**config.mk**
```make
export PLATFORM = sky130hd
export DESIGN_NAME = tile_sequencer
export DESIGN_NICKNAME = d
export VERILOG_FILES = /design/src/rtl/tile_sequencer.sv
export SDC_FILE = /design/constraint.sdc
export NUM_CORES = 1
export LEC_CHECK = 0
export BUFFER_PORTS_ARGS = -buffer_cell sky130_fd_sc_hd__buf_2
export CAP_MARGIN = 25
export CORE_AREA = 3 3 104 106
export DETAILED_ROUTE_END_ITERATION = 7
export DIE_AREA = 0 0 107 109
export GPL_TIMING_DRIVEN = 0
export PLACE_DENSITY = 0.89
export SETUP_SLACK_MARGIN = 0.02
export SYNTH_ARGS = -nofsm -noshare
export SYNTH_HDL_FRONTEND = slang
export SYNTH_SLANG_ARGS = --single-unit
```
**constraint.sdc**
```tcl
create_clock -name clock -period 11.5 [get_ports clock]
set_input_delay 1.725 -clock clock [delete_from_list [all_inputs] [get_ports clock]]
set_output_delay 1.725 -clock clock [all_outputs]
set_load 0.005 [all_outputs]
```
**src/rtl/tile_sequencer.sv**
```systemverilog
// tile_sequencer: falling-tile rhythm game controller that moves four lane tiles,
// scores key hits inside a y window and hands each frame to an external drawer.
module tile_sequencer #(
    parameter logic [27:0] TICK_LOAD = 28'd12499999,
    parameter int          TILE_STEP = 8,
    parameter int          HIT_Y_MIN = 96,
    parameter int          HIT_Y_MAX = 111
) (
    input  logic       clock,
    input  logic       clear_b,
    input  logic       start,
    input  logic [3:0] keys,
    input  logic       done,
    output logic       go,
    output logic [7:0] x1,
    output logic [7:0] x2,
    output logic [7:0] x3,
    output logic [7:0] x4,
    output logic [7:0] y1,
    output logic [7:0] y2,
    output logic [7:0] y3,
    output logic [7:0] y4,
    output logic       gd,
    output logic [7:0] score,
    output logic [3:0] ledr
);
    localparam logic [7:0] Y_MIN = 8'(HIT_Y_MIN);
    localparam logic [7:0] Y_MAX = 8'(HIT_Y_MAX);
    localparam logic [7:0] STEP  = 8'(TILE_STEP);

    typedef enum logic [2:0] {IDLE, WAIT_TICK, MOVE, GO, WAIT_DONE, OVER} state_t;

    state_t          state_q, state_d;
    logic [3:0][1:0] lane_q, lane_d;
    logic [3:0][7:0] y_q, y_d, y_mv;
    logic [7:0]      score_q, score_d, lfsr_q, best;
    logic [3:0]      ledr_q, ledr_d, pend_q, pend_d, keys_q, key_edge;
    logic [27:0]     cnt_q, cnt_d;
    logic            tick_q, tick_d, start_q, start_edge, play, single, found, miss;
    logic [1:0]      win;

    function automatic logic [7:0] lane_x(input logic [1:0] lane);
        return 8'(lane) * 8'd40;
    endfunction

    assign start_edge = start & ~start_q;
    assign key_edge   = keys & ~keys_q;
    assign play       = state_q inside {WAIT_TICK, MOVE, GO, WAIT_DONE};
    assign single     = (pend_q != 4'd0) && ((pend_q & (pend_q - 4'd1)) == 4'd0);

    // Hit candidate: lane matches the pressed key, y in window, largest y, lowest index on tie
    always_comb begin
        found = 1'b0;
        win   = 2'd0;
        best  = 8'd0;
        miss  = 1'b0;
        for (int i = 0; i < 4; i++) begin
            y_mv[i] = y_q[i] + STEP;
            miss    = miss | (y_mv[i] > Y_MAX);
            if (pend_q[lane_q[i]] && y_q[i] >= Y_MIN && y_q[i] <= Y_MAX && (!found || y_q[i] > best)) begin
                found = 1'b1;
                win   = 2'(i);
                best  = y_q[i];
            end
        end
    end

    always_comb begin
        state_d = state_q;
        lane_d  = lane_q;
        y_d     = y_q;
        score_d = score_q;
        ledr_d  = ledr_q;
        pend_d  = play ? (pend_q | key_edge) : 4'd0;
        cnt_d   = !play ? cnt_q : (cnt_q == 28'd0 ? TICK_LOAD : cnt_q - 28'd1);
        tick_d  = tick_q | (play && cnt_q == 28'd0);
        unique case (state_q)
            IDLE, OVER: if (start_edge) begin
                lane_d  = {2'd1, 2'd3, 2'd0, 2'd2};
                y_d     = {8'd96, 8'd64, 8'd32, 8'd0};
                score_d = 8'd0;
                ledr_d  = 4'd0;
                cnt_d   = TICK_LOAD;
                pend_d  = 4'd0;
                tick_d  = 1'b0;
                state_d = GO;
            end
            GO:        state_d = WAIT_DONE;
            WAIT_DONE: state_d = done ? WAIT_TICK : WAIT_DONE;
            WAIT_TICK: if (pend_q != 4'd0) begin
                pend_d = key_edge;
                if (single && found) begin
                    y_d[win]    = 8'd0;
                    lane_d[win] = lfsr_q[1:0];
                    score_d     = score_q + {7'd0, score_q != 8'hFF};
                    ledr_d      = pend_q;
                    state_d     = GO;
                end else begin
                    state_d = OVER;
                end
            end else if (tick_q) begin
                tick_d  = cnt_q == 28'd0;
                state_d = MOVE;
            end
            MOVE: begin
                y_d     = y_mv;
                state_d = miss ? OVER : GO;
            end
            default: state_d = IDLE;
        endcase
    end

    always_ff @(posedge clock or negedge clear_b) begin
        if (!clear_b) begin
            state_q <= IDLE;
            lane_q  <= '0;
            y_q     <= '0;
            score_q <= 8'd0;
            ledr_q  <= 4'd0;
            pend_q  <= 4'd0;
            tick_q  <= 1'b0;
            cnt_q   <= TICK_LOAD;
            lfsr_q  <= 8'hA5;
            start_q <= 1'b0;
            keys_q  <= 4'd0;
        end else begin
            state_q <= state_d;
            lane_q  <= lane_d;
            y_q     <= y_d;
            score_q <= score_d;
            ledr_q  <= ledr_d;
            pend_q  <= pend_d;
            tick_q  <= tick_d;
            cnt_q   <= cnt_d;
            lfsr_q  <= {lfsr_q[6:0], lfsr_q[7] ^ lfsr_q[5] ^ lfsr_q[4] ^ lfsr_q[3]};
            start_q <= start;
            keys_q  <= keys;
        end
    end

    assign go    = state_q == GO;
    assign gd    = state_q == OVER;
    assign score = score_q;
    assign ledr  = ledr_q;
    assign x1    = lane_x(lane_q[0]);
    assign x2    = lane_x(lane_q[1]);
    assign x3    = lane_x(lane_q[2]);
    assign x4    = lane_x(lane_q[3]);
    assign y1    = y_q[0];
    assign y2    = y_q[1];
    assign y3    = y_q[2];
    assign y4    = y_q[3];
endmodule

```
==> results.ini, run 1 <==
[sta]
slew_viol_final = 0
worstMarginPinSlew_ns = 0.763
finalHoldViolCount = 0
setup_tns_ns = 0
hold-worst-slack_ns = 0.372
skew_ns = 0.0152
rsz0062_at_grt = false
final-setup-viol-count = 0
relSlewSlack_pct = 48.8
final.period_utilization_pct = 57.6
layout_setup_ws_ns = 4.87
min_period_ns = 6.63
fmaxAchievable_ghz = 0.151

[floorplan]
die_area_um2 = 11700
core_um2 = 9860
start_util_pct = 60.3
die_h_um = 109
boundaryPins = 86
die_w_um = 107
num_rows = 36

[clocking]
cts_made_buffers = 9
post_cts_buffers = 0
cts.hold.buffers_added = 0
clockRootBuffer = clkbuf_8
cts_resized = 0
cts_max_level = 3
cts_tree = built
clk_pin_slew_ns = 0.10
clk_path_buf_depth = 2
cts_sinks = 101
clock_latency_ns = 0.38

[setup_path]
worstPathRequired_ns = 11.81
end_kind = flip-flop
cp.arrival_ns = 6.94
path_max_fanout = 9
path_class = flip-flop to flip-flop
critPathLaunchType = flip-flop

[routing]
drt_wl_total_mm = 13.7
wl_per_cell_um = 16.3
wl_met2_mm = 7.07
firstDrtPassIters = 5
ant_nets = 0
drt_iter0_drc = 403
drc = 0
wl_met1_mm = 5.73
wl_met3_um = 713
viasPerCell = 5.72
routed.top_layer = met4
vias = 4823

[cells_and_area]
nFillCells = 748
design_area_um2 = 6760
final_util_pct = 68.5
drive_gt1_share_pct = 24.2
final_common_cell = dfrtp_1
syn_to_final_growth_pct = 13.6
final_nets = 745
diodes = 0
final_cell_mix = 81 x dfrtp_1, 72 x buf_2, 57 x nand2_1, 52 x nor2_1, 32 x ha_1
stdcell_count = 843
regArea_um2 = 2550
multiInputGateArea_um2 = 3130

[logic_synthesis]
ys.flop_type = dfrtp_1
ys_ff_latch = 101
syn_area_per_cell_um2 = 9.85
yosys_warnings = 0
synth_area_um2 = 5950
synth.distinct_cells = 75
synth_edf_count = 0
synth_cells = 604
async_reset_ff_share_pct = 100
synth-seq-area-share_pct = 42.9

[global_route]
grt_pass1_wl_mm = 23.2
track_usage_pct = 24.8
grt_antenna_before_repair = 0
grt_overflow = 0
grt_max_degree = 58
grt_pass1_vias = 4980

[placed_design]
dpl.cell_count = 827
dpl_worst_slack_ns = 5.10
gp_congestion = 0.873
hpwl_mm = 10.4
placed_cell_area_um2 = 6560
io_buffers = 69

[outcome]
status = complete, no violations

[power]
power.density_nw_per_um2 = 199
peakVddDrop_mv = 0.148
power_leakage_nw = 3.10
p_total_mw = 1.34

[flow_run]
drv_cap = 0

[min_path]
hold_path.class = flip-flop to flip-flop

## synth_stat cells (all sizes together) (7+ instances only)
| cell | instances | area, µm² |
|---|---|---|
| dfstp | 20 | 526 |
| buf | 32 | 238 |
| inv | 20 | 75.1 |
| o21ai | 25 | 125 |
| clkbuf | 7 | 26.3 |
| a21oi | 32 | 168 |
| nor2b | 22 | 138 |
| xor2 | 15 | 131 |
| nor3 | 12 | 75.1 |
| nor2 | 54 | 213 |
| ha | 32 | 400 |
| nand3 | 20 | 105 |
| nand2b | 8 | 50.1 |
| xnor2 | 28 | 245 |
| dfrtp | 81 | 2030 |
| mux2 | 9 | 101 |
| nor4 | 11 | 75.1 |
| nand4 | 11 | 68.8 |
| and2 | 10 | 65.1 |
| or3 | 11 | 68.8 |
| and3 | 7 | 43.8 |
| nand2 | 57 | 214 |
## routing by layer
metal  vias to the layer above  GRT usage, %
met5                         -             0
met4                         0          8.40
met3                        18          4.85
met2                       159          44.0
met1                      2346          30.4
li1                       2300             -
## power by group
| part | switching (mW) | total [mW] | internal [mW] | leakage [nW] |
|---|---|---|---|---|
| logic | 0.355 | 0.605 | 0.250 | 1.72 |
| registers | 0.0976 | 0.515 | 0.418 | 1.28 |
| clock network | 0.135 | 0.221 | 0.0853 | 0.0977 |
| total | 0.588 | 1.34 | 0.753 | 3.10 |
## cell type report
cell class	count	share of cell area, %
plain buffers	39	3.91
clock buffers	10	1.89
clock inverters	6	0.963
inverters	21	1.17
multi-input cells	463	46.3
flip-flops and latches	101	37.8
well taps	133	2.46
repair buffers	70	5.56
## cell families after synthesis
kind of cell	after synthesis	share of synthesized area, %
AOI/OAI and AO/OA	113	13.5
xor gates and xnor gates	43	6.33
adders and majority gates	33	6.90
buffers and inverters	60	5.76
DFF	101	42.9
muxes	13	3.22
other	2	0.126
and+or+nand+nor	239	21.2
## worst max-delay path: stages, from the launching register on
cell	delay, ns
dfrtp_1	0.49
mux4_2	0.59
and2_4	0.20
nand2_1	0.10
ha_1	0.25
nor2b_1	0.13
o211ai_1	0.19
a211oi_1	0.14
o311ai_4	0.45
mux2_2	0.41
ha_1	0.30
nor2b_1	0.16
o211ai_1	0.11
a211oi_1	0.45
o31ai_4	0.17
o21ai_0	0.23
ha_1	0.28
nor2b_1	0.14
o211ai_1	0.18
a211oi_1	0.15
o31ai_1	0.50
nand3_1	0.31
a21oi_2	0.40
o32a_1	0.23
## worst paths after layout
kind,from,to,slack [ns],depth (start not counted)
min in group asynchronous,clear_b,y1[2],1.34,1
min,lfsr_q[6],lfsr_q[7],0.37,0
max,pend_q[3],lane_q[1],4.87,23
min reg2reg,lfsr_q[6],lfsr_q[7],0.37,0
max in group asynchronous,clear_b,cnt_q[3],9.43,2
max reg2reg,pend_q[3],lane_q[1],4.87,23
## sequential cells by signal, indices dropped and copies added, names as in the netlist, 4 cells and up
| name | flops |
|---|---|
| cnt_q | 28 |
| lane_q | 8 |
| lfsr_q | 8 |
| score | 8 |
| y1 | 8 |
| y2 | 8 |
| y3 | 8 |
| y4 | 8 |
| keys_q | 4 |
| ledr | 4 |
| pend_q | 4 |
Note: power is estimated with default switching activity, not from simulation.
==> inputs of run 2 (changes only) <==
--- a/config.mk
+++ b/config.mk
@@ -7,11 +7,11 @@
 export LEC_CHECK = 0
 export BUFFER_PORTS_ARGS = -buffer_cell sky130_fd_sc_hd__buf_2
 export CAP_MARGIN = 25
-export CORE_AREA = 3 3 104 106
+export CORE_AREA = 3 3 106 108
 export DETAILED_ROUTE_END_ITERATION = 7
-export DIE_AREA = 0 0 107 109
+export DIE_AREA = 0 0 109 111
 export GPL_TIMING_DRIVEN = 0
-export PLACE_DENSITY = 0.89
+export PLACE_DENSITY = 0.86
 export SETUP_SLACK_MARGIN = 0.02
 export SYNTH_ARGS = -nofsm -noshare
 export SYNTH_HDL_FRONTEND = slang
==> constraint.sdc (replaced) <==
create_clock -name clock -period 6.9 [get_ports clock]
set_input_delay 1.035 -clock clock [delete_from_list [all_inputs] [get_ports clock]]
set_output_delay 1.035 -clock clock [all_outputs]
set_load 0.005 [all_outputs]
==> results.ini, run 2 (synthesis results as in run 1) <==
[global_route]
grt_max_degree = 60
grt_pass1_wl_mm = 23.5
grt_overflow = 0
track_usage_pct = 24.0
grt_pass1_vias = 4836
grt_antenna_before_repair = 0

[flow_run]
drv_cap = 0

[power]
switching_power_mw = 0.993
power.density_nw_per_um2 = 332
peakVddDrop_mv = 0.216
p_int_mw = 1.26
p_total_mw = 2.25
power_leakage_nw = 3.10
p_comb_share_pct = 45.0
clkPwrFrac_pct = 16.9
swShare_pct = 44.1
seqPwrFrac_pct = 38.1

[cells_and_area]
top_register = cnt_q
final_common_cell = dfrtp_1
diodes = 0
drive_gt1_share_pct = 24.6
syn_to_final_growth_pct = 13.9
largest_reg_flops = 28
final_util_pct = 65.6
final_cell_mix = 81 x dfrtp_1, 72 x buf_2, 57 x nand2_1, 52 x nor2_1, 32 x ha_1
final_nets = 745

[setup_path]
r2r-end = lane_q[4]
end_kind = flip-flop
cp.arrival_ns = 6.63
path_class = flip-flop to flip-flop
crit_start = pend_q[3]
path_max_fanout = 9
worstPathRequired_ns = 7.17
cp_slowest_stage_delay_ns = 0.61
path_depth = 23
critPathLaunchType = flip-flop
reg2reg_slack_ns = 0.54
endpoint = lane_q[4]
worstRegToRegCells = 23
path_cells = mux4_2 > and2_4 > nand2_1 > ha_1 > nor2b_1 > o211ai_1 > a211oi_1 > o311ai_4 > mux2_2 > ha_1 > nor2b_1 > o211ai_1 > a211oi_1 > o31ai_4 > o21ai_0 > ha_1 > nor2b_1 > o211ai_1 > a211oi_2 > o21ai_0 > a21boi_2 > nor2_1 > mux2_2
r2r-start = pend_q[3]
slowest_stage = mux4_2
critPathTopFamily = compound AO/OA/AOI/OAI gates
crit_buf_inv = 0

[placed_design]
io_buffers = 69
dpl_worst_slack_ns = 0.500
gp_congestion = 0.901
hpwl_mm = 10.6

[floorplan]
die_w_um = 109
die_area_um2 = 12100
num_rows = 37
die_h_um = 111
start_util_pct = 57.6
core_um2 = 10300
boundaryPins = 86

[clocking]
clk_pin_slew_ns = 0.11
cts_made_buffers = 9
clock_latency_ns = 0.38
clockRootBuffer = clkbuf_8
cts.hold.buffers_added = 0
clk_path_buf_depth = 2
cts_tree = built
cts_max_level = 3
cts_sinks = 101

[sta]
slew_viol_final = 0
min_period_ns = 6.36
relSlewSlack_pct = 52.3
final.period_utilization_pct = 92.2
finalHoldViolCount = 0
final-setup-viol-count = 0
hold-worst-slack_ns = 0.380
fmaxAchievable_ghz = 0.157
layout_setup_ws_ns = 0.539
rsz0062_at_grt = false
worstMarginPinSlew_ns = 0.712
setup_tns_ns = 0
skew_ns = 0.0128

[routing]
drc = 0
drt_iter0_drc = 412
drt_wl_total_mm = 13.9
ant_nets = 0
wl_per_cell_um = 16.5
viasPerCell = 5.73
firstDrtPassIters = 5
vias = 4848

[outcome]
status = complete, no violations

[min_path]
hold_path.class = flip-flop to flip-flop

-- run 2: cell count changes in the layout (fill, tap and decap cells not counted), sizes merged --
cell	previous run	this run
clkbuf	17	16
inv	23	25
clkinvlp	0	1
clkinv	4	2
-- run 2: area by class of cell --
type / instances / area [µm²]
inverter: 21 / 78.8
buffer: 39 / 264
clock inverter: 7 / 75.1
clock buffer: 9 / 124
sequential: 101 / 2550
multi-input combinational: 463 / 3140
timing repair buffer: 70 / 375
fill: 812 / 3550
tap: 136 / 170
-- run 2: timing repair --
item                       in CTS  in global routing
hold endpoints to repair        0                  0
resized for setup               0                  2
setup buffers                   0                  0
setup endpoints to repair       0                 11
-- run 2: stage by stage --
stage               instances  cell area [µm²]
finish                    846             6780
CTS                       846             6770
global route              846             6780
floorplan                 624             6020
global placement          829             6540
detailed placement        830             6570
-- run 2: metal layers --
metal	track usage [%]	up-vias	routed length (µm)
met5	0	-	0
met3	4.95	21	806
met1	30.8	2380	5760
li1	-	2295	-
met4	5.89	0	212
met2	41.0	152	7150
-- run 2: worst min path at each step --
stage          startpoint   endpoint  slack (ns)  cells past startpoint
4_1_cts         lfsr_q[6]  lfsr_q[7]        0.38                      0
3_3_place_gp    lfsr_q[6]  lfsr_q[7]        0.34                      0
6_report        lfsr_q[6]  lfsr_q[7]        0.38                      0
2_1_floorplan   lfsr_q[6]  lfsr_q[7]        0.33                      0
5_1_grt         lfsr_q[6]  lfsr_q[7]        0.39                      0
3_5_place_dp    lfsr_q[6]  lfsr_q[7]        0.34                      0
-- run 2: worst reg2reg max path: cells and delay by family, from the launching register on --
kind / cells / cell delay, ns
fa+ha+maj: 3 / 0.85
flops: 1 / 0.51
mux: 3 / 1.43
compound gates: 11 / 2.34
simple gates: 6 / 1.14
-- run 2: power by group through the flow --
stage               Clock (mW)  Sequential, mW  Combinational, mW
floorplan                    0           0.824              0.710
finish                   0.380           0.858               1.01
CTS                      0.392           0.852               1.01
global placement             0           0.855              0.951
global route             0.416           0.873               1.13
detailed placement           0           0.864               1.00
